<file path="src/rtl/uart_pkg.sv">
// Shared UART definitions: FSM state encoding, parity type and line levels.
// Reused by both the TX framer and the RX deserialiser.
package uart_pkg;

   typedef enum logic [2:0] {
      IDLE   = 3'd0,
      START  = 3'd1,
      DATA   = 3'd2,
      PARITY = 3'd3,
      STOP   = 3'd4
   } tx_state_t;

   localparam logic EVEN = 1'b0;
   localparam logic ODD  = 1'b1;

   localparam logic LINE_IDLE  = 1'b1;
   localparam logic LINE_START = 1'b0;
   localparam logic LINE_STOP  = 1'b1;

endpackage

</file>
<file path="src/rtl/uart_tx_parity_calc.sv">
// Combinational parity generator: even = ^data, odd = ~^data.
// Same equation as the RX parity checker so both ends agree by construction.
module uart_tx_parity_calc
   import uart_pkg::*;
#(
   parameter int Data_Width = 8
) (
   input  logic [Data_Width-1:0] data,
   input  logic                  par_type,
   output logic                  par_bit
);

   // Parity bit for the latched word; odd type inverts the XOR reduction.
   always_comb begin
      par_bit = ^data;
      if (par_type == ODD) begin
         par_bit = ~^data;
      end
   end

endmodule

</file>
<file path="src/rtl/uart_tx_frame.sv">
// UART transmit framer: start bit, Data_Width data bits LSB first,
// optional parity bit, stop bit. One serial bit per clk (baud clock).
// Build option: define UART_TX_TWO_STOP_EN for two stop bits.
//
// state  | meaning
// IDLE   | line high, waiting for Data_Valid; word latched on accept
// START  | start bit (0) on the line
// DATA   | data[cnt] on the line, cnt counts 0..Data_Width-1
// PARITY | latched parity bit on the line
// STOP   | stop bit (1); two cycles when UART_TX_TWO_STOP_EN is defined
module uart_tx_frame
   import uart_pkg::*;
#(
   parameter int Data_Width = 8
) (
   input  logic                  clk,
   input  logic                  rst,
   input  logic [Data_Width-1:0] P_Data,
   input  logic                  Data_Valid,
   input  logic                  Par_En,
   input  logic                  Par_Type,
   output logic                  TX_OUT,
   output logic                  Busy
);

   localparam int CNT_W = $clog2(Data_Width);
   localparam logic [CNT_W-1:0] CNT_LAST = CNT_W'(Data_Width - 1);

   tx_state_t             state;
   logic [Data_Width-1:0] data_q;
   logic                  par_en_q;
   logic                  par_type_q;
   logic                  par_bit;
   logic [CNT_W-1:0]      cnt;
   logic [CNT_W-1:0]      cnt_nxt;
`ifdef UART_TX_TWO_STOP_EN
   logic                  stop_cnt;
`endif

   assign cnt_nxt = cnt + CNT_W'(1);

   uart_tx_parity_calc #(
      .Data_Width (Data_Width)
   ) u_parity (
      .data     (data_q),
      .par_type (par_type_q),
      .par_bit  (par_bit)
   );

   // Frame sequencer; TX_OUT and Busy are registered so the line never glitches.
   always_ff @(posedge clk or negedge rst) begin
      if (!rst) begin
         state      <= IDLE;
         cnt        <= '0;
         data_q     <= '0;
         par_en_q   <= 1'b0;
         par_type_q <= EVEN;
         TX_OUT     <= LINE_IDLE;
         Busy       <= 1'b0;
`ifdef UART_TX_TWO_STOP_EN
         stop_cnt   <= 1'b0;
`endif
      end else begin
         case (state)
            IDLE: begin
               TX_OUT <= LINE_IDLE;
               Busy   <= 1'b0;
               if (Data_Valid) begin
                  data_q     <= P_Data;
                  par_en_q   <= Par_En;
                  par_type_q <= Par_Type;
                  state      <= START;
                  TX_OUT     <= LINE_START;
                  Busy       <= 1'b1;
               end
            end
            START: begin
               state  <= DATA;
               cnt    <= '0;
               TX_OUT <= data_q[0];
            end
            DATA: begin
               if (cnt == CNT_LAST) begin
                  cnt <= '0;
                  if (par_en_q) begin
                     state  <= PARITY;
                     TX_OUT <= par_bit;
                  end else begin
                     state  <= STOP;
                     TX_OUT <= LINE_STOP;
                  end
               end else begin
                  cnt    <= cnt_nxt;
                  TX_OUT <= data_q[cnt_nxt];
               end
            end
            PARITY: begin
               state  <= STOP;
               TX_OUT <= LINE_STOP;
            end
            STOP: begin
               TX_OUT <= LINE_STOP;
`ifdef UART_TX_TWO_STOP_EN
               if (!stop_cnt) begin
                  stop_cnt <= 1'b1;
               end else begin
                  stop_cnt <= 1'b0;
                  state    <= IDLE;
                  Busy     <= 1'b0;
               end
`else
               state <= IDLE;
               Busy  <= 1'b0;
`endif
            end
            default: begin
               state  <= IDLE;
               TX_OUT <= LINE_IDLE;
               Busy   <= 1'b0;
            end
         endcase
      end
   end

endmodule

</file>
<file path="config.mk">
export PLATFORM = sky130hd
export DESIGN_NAME = uart_tx_frame
export DESIGN_NICKNAME = d
export VERILOG_FILES = /design/src/rtl/uart_pkg.sv /design/src/rtl/uart_tx_parity_calc.sv /design/src/rtl/uart_tx_frame.sv
export SDC_FILE = /design/constraint.sdc
export NUM_CORES = 1
export LEC_CHECK = 0
export CELL_PAD_IN_SITES_DETAIL_PLACEMENT = 1
export CELL_PAD_IN_SITES_GLOBAL_PLACEMENT = 1
export CORE_MARGIN = 5
export CORE_UTILIZATION = 33
export CTS_BUF_LIST = sky130_fd_sc_hd__clkbuf_4
export DETAILED_ROUTE_END_ITERATION = 10
export HOLD_SLACK_MARGIN = 0.15
export PLACE_DENSITY = 0.61
export SYNTH_ARGS = -nofsm -noshare
export SYNTH_HDL_FRONTEND = slang
export SYNTH_SLANG_ARGS = --single-unit
export TNS_END_PERCENT = 30
</file>
<file path="constraint.sdc">
create_clock -name clk -period 2.8 [get_ports clk]
set_input_delay 0.56 -clock clk [delete_from_list [all_inputs] [get_ports clk]]
set_output_delay 0.56 -clock clk [all_outputs]
set_load 0.005 [all_outputs]
</file>
# == Yosys cells after proc, flatten, opt, wreduce, memory -nomap -nowiden ==
# Cells that the tools add are included.
# totals
input_bits,13
regBits,18
out_inout_bits,2
wordCells,37
# classes
muxes,15
eq_ne,6
add_sub_neg,1
n_reduce_logical,7
magnitude_cmp,1
# op_table
operator,count
$mux 3,4
$pmux 3 s4,1
$reduce_xnor 8->1,1
$reduce_xor 8->1,1
$eq 3x2->1 const B,2
$mux 1,6
$pmux 3 s2,1
$lt 3x4->1 const B,1
$ne 2x2->1 const B,2
$reduce_and 2->1,2
$add 3x1->3 const B,1
$bmux 1 s3,1
$eq 3x1->1 const B,1
$eq 3x3->1 const B,1
$logic_not 3->1,1
$pmux 1 s3,1
$reduce_or 3->1,1
$pmux 1 s2,1
$reduce_bool 2->1,1

# == Longest topological paths before layout ==
# depth
word_depth,5
ltp_mapped,7
ltp_nobuf,6

# == Modules after synthesis ==
# Synthesis repeated with hierarchy kept, for this count alone.
# hier_totals
cells_unflattened,83
hier_area_um2,1019.7
# modules_own_cells
mod,seq_area_each_um2,cells_per_inst,area_each_um2,instances
uart_tx_frame,451.7,76,937.1,1
uart_tx_parity_calc,0.0,7,82.6,1

# == Least setup slack after synthesis ==
# No wires, ideal clock.
# synth_path
path_type,register -> register
startpoint,register cnt[0]
endpoint,register TX_OUT
path_stages_with_launch,8
path_buffers,1
path_slack_ns,0.734
setup_time_ns,0.068
required_time_ns,2.732
synth_period_minus_slack_ns,2.066
arrival_ns,1.998
path_cell_list,dfrtp_1 ha_1 ha_1 buf_6 mux2i_1 mux4_2 a211o_1 a21oi_2
# synth_via
elab_chain_len,5
word_cells_on_any_way,6
classes_between,add/sub (1); eq/ne (1); mux (4)
# synth_rtl
item,line,text
"start, declared",uart_tx_frame.sv:34,logic [CNT_W-1:0] cnt;
"start signal, assigned",uart_tx_frame.sv:93,cnt <= cnt_nxt;
$add 3x1->3,uart_tx_frame.sv:40,assign cnt_nxt = cnt + CNT_W'(1);
$bmux 1 s3,uart_tx_frame.sv:94,TX_OUT <= data_q[cnt_nxt];
$mux 1 (implied by the code),uart_tx_frame.sv:94,
$mux 1 *,uart_tx_frame.sv:83,if (cnt == CNT_LAST) begin
$pmux 1 s3 *,uart_tx_frame.sv:64,case (state)
"end signal, assigned",uart_tx_frame.sv:80,TX_OUT <= data_q[0];
"end signal, assigned",uart_tx_frame.sv:87,TX_OUT <= par_bit;
"end signal, assigned",uart_tx_frame.sv:94,
"end, declared",uart_tx_frame.sv:22,"output logic TX_OUT,"
# Every way passes the cells marked *; elsewhere a longest branch is shown, timed or not. The select of a mux whose other input is x is not followed.
# A chain may end at the register's enable or synchronous reset.

# == Final worst setup path ==
# Same ends and word-level chain as after synthesis.

==> flow_metrics.tcl <==
set metrics [dict create \
    swShare_pct 35.5 \
    clk_latency_ns 0.30 \
    area_delta_synth_final_pct 19.9 \
    crit_type "register to register" \
    final_hold_viol_count 0 \
    final_net_count 117 \
    finalCritPeriodShare_pct 78.8 \
    fin_cells 132 \
    ios 15 \
    clockBufferDepth 2 \
    p_int_uw 873 \
    whs_ns 0.544 \
    max_freq_mhz 453 \
    place_ws_ns 0.615 \
    cp.arrival_ns 2.45 \
    mostFrequentLayoutCell "dfrtp_1" \
    reg2regPathDepth 6 \
    path_max_fanout 5 \
    p_per_area_nw_per_um2 1140 \
    worstHoldPathType "register to register" \
    place_congestion 0.708 \
    grtUsageTotal_pct 11.9 \
    clk_pin_slew_ns 0.11 \
    antennaDiodeCount 0 \
    ys.warnings.count 0 \
    routed_wl_mm 2.19 \
    numCtsBuffers 3 \
    utilization_pct 42.1 \
    syn-num-nets 101 \
    drive_above_1_share_pct 18.8 \
    via_per_inst 5.38 \
    cp_slowest_stage_delay_ns 0.47 \
    start_util_pct 35.1 \
    setup_violations 0 \
    die_w_microns 64.8 \
    io_buffers 14 \
    period_needed_ns 2.21 \
    core-area_sq_um 2830 \
    yosysSeqAreaShare_pct 45.5 \
    cp-start-kind "register" \
    pwr-share-comb_pct 49.2 \
    relSlewSlack_pct 43.0 \
    status "finished clean" \
    endpoint_kind "register" \
    die_y_microns 64.8 \
    ir_drop_mv 0.501 \
    syn_inst 86 \
    ctsResizeCount 0 \
    power_frac_seq_pct 39.7 \
    use_met3_pct 2.76 \
    drc 0 \
    critical-path-slowest-cell "mux4_2" \
    num-fill-cells 330 \
    rsz0062_at_grt "no" \
    fin_ws_ns 0.594 \
    met1_usage_pct 14.6 \
    cap_violations 0 \
    min_path_cells 1 \
    grt_max_degree 19 \
    fin_setup_tns_ns 0 \
    cts-htree-levels 1 \
    cts_root_buf "clkbuf_4" \
    drtPass1Iterations 5 \
    grt-busiest-layer "met2" \
    via_count 710 \
    maxSlewViolCount 0 \
    final_cell_mix "dfrtp_1, clkdlybuf4s50_1, mux2_2" \
    synth_area_leaders "dfrtp_1, mux2_2, xnor3_1" \
    postCtsSetupRepairBufs 0 \
    detailed_place_hpwl_mm 1.61 \
    synth_top_area_cell "dfrtp_1" \
    grtUsageMet2_pct 19.3 \
    routedWlPerCell_microns 16.6 \
    p_leak_nw 0.507 \
    drt_iter0_drc 32 \
    grt_pass1_wl_mm 3.82 \
    worst_slew_pin_slew_ns 0.853 \
    dieArea_sq_um 4200 \
    skew_ns 0.00540 \
    grt_pass1_vias 769 \
    ant_nets 0 \
    cts_tree "done" \
    antenna_found_initial 0 \
    postSynthAreaPerCell_sq_um 11.5 \
    hold_buffers 0 \
    p_clk_share_pct 11.1 \
    placed_cells 128 \
    synth_cell_types 30 \
    power.net_switching_uw 481 \
    grt.overflow.total 0 \
    cts.sinks 18 \
    required_ns 3.04 \
    netlist_area_sq_um 992 \
    ys_ff_latch 18 \
    num_rows 19 \
    crit_top_cell "ha_1" \
    crit_chain "ha_1, ha_1, mux2i_1, mux4_2, a211o_1, a21oi_2" \
    synth_top_area_share_pct 42.9 \
]
[power groups by stage]
| stage | registers [mW] | clock network [mW] | logic (mW) |
|---|---|---|---|
| 6_report | 0.538 | 0.150 | 0.666 |
| 5_1_grt | 0.564 | 0.172 | 0.729 |
| 4_1_cts | 0.543 | 0.156 | 0.676 |
| 3_5_place_dp | 0.547 | 0 | 0.671 |
| 3_3_place_gp | 0.544 | 0 | 0.654 |
| 2_1_floorplan | 0.481 | 0 | 0.555 |
[routing by layer]
layer,part of all wire [%],vias to the layer above
met4,2.1,0
li1,-,340
met1,47,354
met2,48,11
met3,3.5,5
met5,0,-
[critical path: cells and delay by family, from the launching register on]
family / cells / cell delay, ns
fa+ha+maj: 2 / 0.64
compound gates: 2 / 0.45
flops: 1 / 0.45
mux: 2 / 0.60
[cells in the mapped netlist]
library cell	n
dfrtp_1	17
mux2_2	9
nand2_1	7
a21oi_1	6
o21ai_0	6
nor2_1	5
inv_1	4
mux2i_1	4
a2111oi_0	2
buf_2	2
ha_1	2
nor3_1	2
xnor2_1	2
xnor3_1	2
a211o_1	1
a21o_1	1
a21oi_2	1
a22oi_1	1
a2bb2oi_1	1
buf_6	1
clkbuf_1	1
dfstp_2	1
mux2_1	1
mux4_2	1
nand2b_1	1
nor4b_1	1
o21bai_1	1
or3b_2	1
xor2_1	1
xor3_1	1
[stage by stage]
step | total power [mW] | cell area [sq um]
6_report | 1.35 | 1190
5_1_grt | 1.46 | 1190
4_1_cts | 1.38 | 1190
3_5_place_dp | 1.22 | 1160
3_3_place_gp | 1.20 | 1160
2_1_floorplan | 1.04 | 992
[cell families (layout without fill, tap and decap cells)]
group / Yosys count / count (layout) / synth area share [%]
mux: 15 / 15 / 17.7
fa+ha+maj: 2 / 2 / 2.52
simple gates: 17 / 17 / 7.95
xor+xnor: 6 / 6 / 9.58
compound gates: 20 / 20 / 12.7
buf+inv: 8 / 23 / 4.03
flops: 18 / 18 / 45.5
[flip-flops by register name, summed over array words and instances (netlist names)]
register,cells
par_en_q,1
Busy,1
cnt,3
TX_OUT,1
state,3
par_type_q,1
data_q,8
[worst paths after layout]
kind	end	slack, ns	start
min in group asynchronous	cnt[2]	0.74	rst
hold / removal	par_type_q	0.54	par_type_q
max in group asynchronous	data_q[0]	1.54	rst
setup / recovery	TX_OUT	0.59	cnt[0]
setup reg to reg	TX_OUT	0.59	cnt[0]
hold reg to reg	par_type_q	0.54	par_type_q
[area by class of cell]
class / instances / area, sq um / area share (%)
well taps: 31 / 38.8 / 3.26
clock buffers: 4 / 30.0 / 2.52
inverters: 4 / 15.0 / 1.26
repair buffers: 15 / 148 / 12.4
flip-flops and latches: 18 / 452 / 38.0
multi-input cells: 60 / 507 / 42.6
Power figures use the tool's default switching activity.
==> edit, RTL diff (config.mk and constraints unchanged) <==
`Data_Width` is set to 8 in 2 places; all go to 4.
--- a/src/rtl/uart_tx_parity_calc.sv
+++ b/src/rtl/uart_tx_parity_calc.sv
@@ -3,7 +3,7 @@
 module uart_tx_parity_calc
    import uart_pkg::*;
 #(
-   parameter int Data_Width = 8
+   parameter int Data_Width = 4
 ) (
    input  logic [Data_Width-1:0] data,
    input  logic                  par_type,
--- a/src/rtl/uart_tx_frame.sv
+++ b/src/rtl/uart_tx_frame.sv
@@ -11,7 +11,7 @@
 module uart_tx_frame
    import uart_pkg::*;
 #(
-   parameter int Data_Width = 8
+   parameter int Data_Width = 4
 ) (
    input  logic                  clk,
    input  logic                  rst,
Ports: changed (resized P_Data); port bits go from 15 to 11. The function was not compared with the original's and may differ.
==> edit against the original RTL <==
  * Synthesized area is 34% lower
  * Clock skew grew 1.9 ps
  * Total power shrank 33%
  * Final area is 32% lower
  * Sequential cell count is 5 lower
  * Core utilization about the same
  * Routed wire length decreased by 42%
  * Worst setup slack better by 370 ps
  * Register-to-register slack improved by 570 ps
  * Via count is 35% lower
  * Worst hold slack got worse by 6.7 ps
  * Maximum frequency grew 20%
  * Cell count is 26% lower
  * Largest cell class is now registers
==> edit: results (changes against the original RTL) <==
CTS Root Cell=clkbuf_4; Yosys cell types=23 (-23%); leak pwr=0.343 nW (-32%); P_sw=0.315 mW (-34%); first drt pass iteration count=1 (-4); top post-synthesis cells by area=dfrtp_1, mux2_2, o21ai_0, dfstp_2, mux4_2; via count=459 (-35%); synth warn=0 (unchanged); dominant cell type by area after synthesis=dfrtp_1; first-pass GRT wire length=2280 um (-40%); area delta synth->final=24.0%; share of post-route cells with drive strength above 1=0.169 (-0.0191); Max Clock Skew=7.30 ps (+1.90 ps); CTS buffer count=3 (unchanged); Hold WC Path Type=flop to flop; postcts setup bufs=0 (unchanged); syn_nets=69 (-32%); VDD IR-drop max=0.497 mV (-0.79%); largest net degree at the start of global routing=14 (-5); outcome=finished clean; sequential fraction of the synthesis area=0.501 (+0.0457); placed inst area=778 um^2 (-33%); Inst Count DP=94 (-27%); Worst-path clk slew=80 ps (-30 ps); gr usage total=0.113 (-0.00625); WP data arrival=1280 ps (-1170 ps); CTS resizes=0 (unchanged); ANT cells=0 (unchanged); Synth top cells by count=dfrtp_1, o21ai_0, mux2_2, nand2_1; Crit Path Max Fanout=1 (-4); Initial DRC Count=0 (-100%); CP max stage cell=dfstp_2; Slew headroom=0.597 (+0.167); vias in the first global route=512 (-33%); Fillers=233 (-29%); Skew-Pair Late Insertion Delay=280 ps (-20 ps); fin cells=98 (-26%); final WL=1280 um (-42%); post-synthesis cell count=59 (-31%); H-tree lvl count=1 (unchanged); initial antenna violation count=0 (unchanged); routability cong.=0.665 (-6.0%); max incr delay on CP=520 ps (+50 ps); post-synthesis async set-or-reset flop share=1.00 (unchanged); top flop regs=data_q (4), state (3), cnt (2); DP HPWL=928 um (-42%); Port-buffer cells=10 (-4); nets=82 (-30%); Largest delay share family, worst path=flip-flops; Clock Tree Buf Depth=2 (unchanged)
==> edit: final timing paths <==
path | slack (ps) | cells past startpoint | from | endpoint
setup / recovery | 960 | 1 | TX_OUT | TX_OUT
hold / removal | 540 | 1 | par_type_q | par_type_q
setup reg to reg | 1160 | 5 | cnt[0] | TX_OUT
hold reg to reg | 540 | 1 | par_type_q | par_type_q
max in group asynchronous | 1750 | 1 | rst | data_q[3]
min in group asynchronous | 660 | 1 | rst | Busy
==> edit: power groups by stage <==
stage / Clock, mW / Sequential, mW / Combinational (mW)
floorplan: 0 / 0.347 / 0.338
global placement: 0 / 0.393 / 0.393
detailed placement: 0 / 0.396 / 0.399
CTS: 0.137 / 0.391 / 0.402
global route: 0.140 / 0.405 / 0.448
finish: 0.128 / 0.388 / 0.394
==> edit: logic make-up after synthesis <==
logic type,synth area share
xor+xnor,0.0614
mux,0.121
buf+inv,0.0345
compound gates,0.140
flops,0.501
simple gates,0.123
fa+ha+maj,0.0192
==> edit: area by class of cell <==
class | count | share of cell area
sequential | 13 | 0.404
multi-input combinational | 40 | 0.375
timing repair buffer | 10 | 0.124
tap | 27 | 0.0418
clock buffer | 4 | 0.0372
inverter | 4 | 0.0186
==> edit: per-layer routing <==
layer / part of all wire / wire length (um) / up-vias / global-route usage
li1: - / - / 229 / -
met3: 0.039 / 50 / 2 / 0.0245
met4: 0.015 / 19 / 0 / 0.0747
met1: 0.45 / 581 / 221 / 0.137
met2: 0.49 / 626 / 7 / 0.177
met5: 0 / 0 / - / 0
==> edit: stage by stage <==
stage / hold slack, ps / setup WS (ps)
after floorplan: 264 / 1270
after global placement: 511 / 689
after detailed placement: 525 / 664
after CTS: 543 / 935
after global routing: 565 / 842
final: 537 / 963
==> edit: worst register-to-register path, stage by stage, from the launching register on <==
cell     delay, ps
dfrtp_1        450
ha_1           350
mux4_2         290
o21ai_1        120
a31oi_1         50
or3_1          310
